[config.mk]
export PLATFORM = sky130hd
export DESIGN_NAME = dht11_poll_ctrl
export DESIGN_NICKNAME = d
export VERILOG_FILES = /design/src/rtl/dht11_poll_ctrl.sv
export SDC_FILE = /design/constraint.sdc
export NUM_CORES = 1
export LEC_CHECK = 0
export ABC_AREA = 1
export CORE_MARGIN = 3
export CORE_UTILIZATION = 57
export DETAILED_ROUTE_END_ITERATION = 8
export GPL_ROUTABILITY_DRIVEN = 0
export PLACE_DENSITY = 0.8
export SETUP_SLACK_MARGIN = 0.02
export SLEW_MARGIN = 5
export SYNTH_ARGS = -nofsm -noshare
export SYNTH_HDL_FRONTEND = slang
export SYNTH_SLANG_ARGS = --single-unit
export TNS_END_PERCENT = 1
[constraint.sdc]
create_clock -name clk -period 3.6 [get_ports clk]
set_input_delay 1.08 -clock clk [delete_from_list [all_inputs] [get_ports clk]]
set_output_delay 1.08 -clock clk [all_outputs]
set_load 0.1 [all_outputs]
[src/rtl/dht11_poll_ctrl.sv]
// DHT11 measurement scheduler: paces transceiver reads, enforces the sensor's
// minimum inter-read gap, validates checksums, retries, and holds the last good reading.
module dht11_poll_ctrl #(
  parameter int unsigned PERIOD_CYC  = 250_000_000,
  parameter int unsigned GAP_CYC     = 137_500_000,
  parameter int unsigned RESP_TO_CYC = 3_750_000,
  parameter int unsigned MAX_RETRY   = 3,
  parameter int unsigned CNT_W       = 28
) (
  input  logic        clk,
  input  logic        reset_n,
  input  logic        enable,
  input  logic        force_req,
  output logic        start,
  input  logic        xcvr_busy,
  input  logic        xcvr_done,
  input  logic        xcvr_err,
  input  logic [39:0] frame,
  output logic [7:0]  humidity,
  output logic [7:0]  temperature,
  output logic        data_valid,
  output logic        update,
  output logic [7:0]  err_cnt,
  output logic        ctrl_busy,
  output logic [2:0]  state_dbg
);

  localparam int unsigned RETRY_W = (MAX_RETRY > 0) ? $clog2(MAX_RETRY + 1) : 1;
  localparam logic [CNT_W-1:0]   GAP_MAX     = CNT_W'(GAP_CYC);
  localparam logic [CNT_W-1:0]   PERIOD_LAST = CNT_W'(PERIOD_CYC - 1);
  localparam logic [CNT_W-1:0]   RESP_LAST   = CNT_W'(RESP_TO_CYC - 1);
  localparam logic [RETRY_W-1:0] RETRY_MAX   = RETRY_W'(MAX_RETRY);

  typedef enum logic [2:0] {
    S_IDLE      = 3'd0,
    S_WAIT_GAP  = 3'd1,
    S_START     = 3'd2,
    S_WAIT_RESP = 3'd3,
    S_CHECK     = 3'd4,
    S_FAIL      = 3'd5,
    S_POLL_WAIT = 3'd6
  } state_t;

  state_t             state_q, state_d;
  logic [CNT_W-1:0]   gap_cnt_q, gap_cnt_d;
  logic [CNT_W-1:0]   tmr_q;
  logic [RETRY_W-1:0] retry_q;
  logic [39:0]        frame_q;
  logic [7:0]         sum;
  logic               sum_ok;

  // Byte sum wraps naturally in 8 bits, which is exactly the DHT11 checksum rule.
  assign sum       = frame_q[39:32] + frame_q[31:24] + frame_q[23:16] + frame_q[15:8];
  assign sum_ok    = (sum == frame_q[7:0]);
  assign gap_cnt_d = (gap_cnt_q >= GAP_MAX) ? GAP_MAX : gap_cnt_q + CNT_W'(1);
  assign state_dbg = state_q;

  always_comb begin
    state_d = state_q;
    case (state_q)
      S_IDLE:      if (enable) state_d = S_WAIT_GAP;
      S_WAIT_GAP: begin
        if (!enable)                                  state_d = S_IDLE;
        else if ((gap_cnt_q >= GAP_MAX) && !xcvr_busy) state_d = S_START;
      end
      S_START:     state_d = S_WAIT_RESP;
      S_WAIT_RESP: begin
        if (xcvr_done)                            state_d = S_CHECK;
        else if (xcvr_err || (tmr_q == RESP_LAST)) state_d = S_FAIL;
      end
      S_CHECK:     state_d = sum_ok ? S_POLL_WAIT : S_FAIL;
      S_FAIL:      state_d = (retry_q < RETRY_MAX) ? S_WAIT_GAP : S_POLL_WAIT;
      S_POLL_WAIT: begin
        if (!enable)                                state_d = S_IDLE;
        else if (force_req || (tmr_q == PERIOD_LAST)) state_d = S_WAIT_GAP;
      end
      default:     state_d = S_IDLE;
    endcase
  end

  always_ff @(posedge clk or negedge reset_n) begin
    if (!reset_n) begin
      state_q     <= S_IDLE;
      gap_cnt_q   <= '0;
      tmr_q       <= '0;
      retry_q     <= '0;
      frame_q     <= '0;
      start       <= 1'b0;
      update      <= 1'b0;
      humidity    <= '0;
      temperature <= '0;
      data_valid  <= 1'b0;
      err_cnt     <= '0;
      ctrl_busy   <= 1'b0;
    end else begin
      state_q   <= state_d;
      gap_cnt_q <= (state_d == S_START) ? '0 : gap_cnt_d;
      start     <= (state_d == S_START);
      ctrl_busy <= (state_d == S_START) || (state_d == S_WAIT_RESP) || (state_d == S_CHECK);
      update    <= 1'b0;

      case (state_q)
        S_START:     tmr_q <= '0;
        S_WAIT_RESP: begin
          tmr_q <= tmr_q + CNT_W'(1);
          if (xcvr_done) frame_q <= frame;
        end
        S_CHECK: begin
          if (sum_ok) begin
            humidity    <= frame_q[39:32];
            temperature <= frame_q[23:16];
            data_valid  <= 1'b1;
            update      <= 1'b1;
            retry_q     <= '0;
          end
        end
        S_FAIL: begin
          if (retry_q < RETRY_MAX) begin
            retry_q <= retry_q + RETRY_W'(1);
          end else begin
            retry_q    <= '0;
            data_valid <= 1'b0;
            if (err_cnt != 8'hFF) err_cnt <= err_cnt + 8'd1;
          end
        end
        S_POLL_WAIT: tmr_q <= tmr_q + CNT_W'(1);
        default: ;
      endcase

      // Entering POLL_WAIT restarts the period timer from zero.
      if ((state_d == S_POLL_WAIT) && (state_q != S_POLL_WAIT)) tmr_q <= '0;
    end
  end

endmodule

==> summary.txt <==
CTS Buf Count: 17
Ant. Diodes: 0
Crit path max fanout: 6
F_max: 0.279 GHz
Starting Density: 59.7%
Total grt overflow: 0
Crit path DAT: 3.89 ns
First DRT Iteration DRCs: 474
Total GRT Usage: 25.2%
Initial antenna violation count: 0
DRT antenna net count: 0
RSZ-0062 raised after global routing: true
Nets: 1,069
Final Util: 72.8%
Comb pwr share: 34.6%
Fraction of layout cells with a size suffix above 1: 12.7%
Yosys warns: 0
Row Count: 40
Number of flops mapped to enable cells by yosys: 0
Synthesized area per cell: 8.04 um2
VDD IR max: 0.000549 V
Crit Path Category: reg2reg
Htree depth: 4
Die Wd: 119 um
Number of I/O pins: 78
Fin Hold WS: 0.495 ns
Top post-synthesis cells by count: nand2_1, dfrtp_1, inv_1
Relative slew margins: 40.5%
Ys flop type: dfrtp_1
Total wire length: 17,700 um
First-pass GRT wire length: 28,800 um
Die Area: 0.0142 mm2
R2R cell count: 16
P_int: 3570 uW
Filler cells: 939
Chip height: 119 um
Hold path cells: 2
Final Hold Fails: 0
Clock sink count: 129
Worst Tran Pin Value: 0.889 ns
Worst Clk Skew: 0.00778 ns
Clk pin slew, worst setup/hold paths: 0.06 ns
Largest net degree at the start of global routing: 61
Worst-Skew Late Latency: 0.42 ns
Pwr dens: 614 mW/mm2
Path type of the worst min-delay path: reg2reg
Mapped Cells: 910
Core area: 0.0123 mm2
Drt pass-1 iters: 6
Status: complete, no violations
Switch Pwr: 1920 uW
WL per Instance: 15.1 um
#FFs+latches synth: 129
Mapped Area: 0.00731 mm2
Clock network power share: 33.7%
Crit path launch type: flip-flop
Hold Path Origin: temperature[4]
Area Overhead vs Synth: 22.1%
Final Max Tran Viols: 0
# hold bufs at CTS: 0
Critical R2R Launch: frame_q[25]
CP startpoint: frame_q[25]
Post-synth top area cell: dfrtp_1
Min Tclk post-route: 3.58 ns
Clock Tree Buf Depth: 2
Top cells by area, synth: dfrtp_1, nand2_1, inv_1
Synth cell types: 34
Post-Syn Nets: 983
WP data required: 3.91 ns
Drt drc: 0
Root Buffer: clkbuf_16
Most numerous cell in the Yosys netlist: nand2_1
Port bufs: 77
Final period util: 99.4%
Routed vias: 6,420
Final setup viols: 0
Lkg Pwr: 0.00437 uW
Via-per-instance ratio: 5.45
Vias in the first global route: 6,124
Fraction of registers with async set/reset: 100%
Pwr Total: 5490 uW
Sequential fraction of the synthesis area: 44.1%
CP Capture Type: flip-flop
Switch share: 35.0%
DP HPWL: 12,100 um
TritonCTS clock tree: done
Seq pwr share: 31.7%
Share of the synthesized area in the top cell type: 44.1%
Max-Cap Viols: 0
## metal layers
layer  vias to the layer above  GRT usage (%)  wire length, um
met5                         -              0                0
met4                         0           8.98              372
met3                        38           5.03              988
met2                       217           42.9             8870
met1                      3032           32.0             7500
li1                       3133              -                -
## metrics by stage
| step | setup TNS [ns] | instances | setup slack, ns | area [um2] |
|---|---|---|---|---|
| 2_1_floorplan | 0 | 910 | 0.286 | 7310 |
| 4_1_cts | 0 | 1174 | 0.115 | 8840 |
| 3_5_place_dp | 0 | 1142 | 0.135 | 8200 |
| 6_report | 0 | 1177 | 0.0200 | 8930 |
| 3_3_place_gp | 0 | 1142 | 0.221 | 8200 |
| 5_1_grt | -2.17 | 1177 | -0.106 | 8930 |
## critical path, stage by stage, from the launching register on
cell and delay [ns]:
dfrtp_1 0.41, fa_1 0.56, inv_2 0.04, fa_1 0.49, inv_2 0.05, ha_4 0.17, fa_2 0.54, nand2_1 0.05
nand2_1 0.06, nand3_1 0.08, nor2_1 0.11, nand3_1 0.09, nor2_2 0.16, nand3_2 0.12, a21boi_4 0.29, clkbuf_16 0.21
a21oi_1 0.04
## kinds of logic (layout without fill, tap and decap cells)
family	count (synthesis)	count (layout)	share of synthesized area, %
flops	129	129	44.1
simple gates	466	466	27.9
xor+xnor	27	27	3.23
mux	30	30	4.62
buf+inv	137	236	7.30
fa+ha+maj	26	26	5.88
compound gates	95	95	6.93
## cell usage in the layout, fill, tap and decap left out, types with 2 or more instances in the layout
cell	instances
clkbuf_16	18
mux2_2	30
xor2_1	14
a21oi_1	51
buf_6	4
o31ai_1	2
buf_12	2
clkinv_4	2
nand3_1	78
inv_1	112
nor3_1	25
inv_2	5
clkinv_2	2
nand2_1	224
xnor2_1	13
clkdlybuf4s50_1	45
fa_1	13
nand3b_1	7
nor2_2	2
a21oi_2	3
o21ai_0	30
clkbuf_8	2
dfrtp_1	129
buf_4	35
nor4_1	11
clkinvlp_4	2
nor2_1	86
ha_1	11
o21a_1	4
inv_6	2
bufinv_16	4
or2_2	6
nand4_1	21
## power by group through the flow
stage / combinational (uW) / sequential [uW] / clock [uW]
finish: 1900 / 1740 / 1850
global route: 2120 / 1760 / 1930
CTS: 1810 / 1740 / 1870
detailed placement: 1790 / 1760 / 0
global placement: 1710 / 1750 / 0
floorplan: 1290 / 1790 / 0
## sequential cells by signal, summed over array words and instances, names as in the netlist
| name | count |
|---|---|
| retry_q | 2 |
| humidity | 8 |
| err_cnt | 8 |
| tmr_q | 28 |
| start | 1 |
| update | 1 |
| temperature | 8 |
| gap_cnt_q | 28 |
| ctrl_busy | 1 |
| frame_q | 40 |
| state_dbg | 3 |
| data_valid | 1 |
## final timing paths
path	end	slack [ns]
worst max register to register	tmr_q[10]	0.02
worst min-delay path	temperature[4]	0.49
max in group asynchronous	gap_cnt_q[24]	2.19
min in group asynchronous	tmr_q[22]	0.63
worst max-delay path	tmr_q[10]	0.02
worst min register to register	temperature[4]	0.49
## repair_timing
item	in CTS	in global routing
buffers inserted	0	1
gates resized for setup	0	13
setup endpoints to repair	0	47
## area by class of cell
cell class | count | area (um2) | area share (%)
clock buffer | 20 | 457 | 5.11
clock inverter | 12 | 180 | 2.02
inverter | 117 | 439 | 4.92
multi-input combinational | 644 | 3590 | 40.2
sequential | 129 | 3230 | 36.1
tap | 168 | 210 | 2.35
timing repair buffer | 87 | 823 | 9.22
Power figures use the tool's default switching activity.
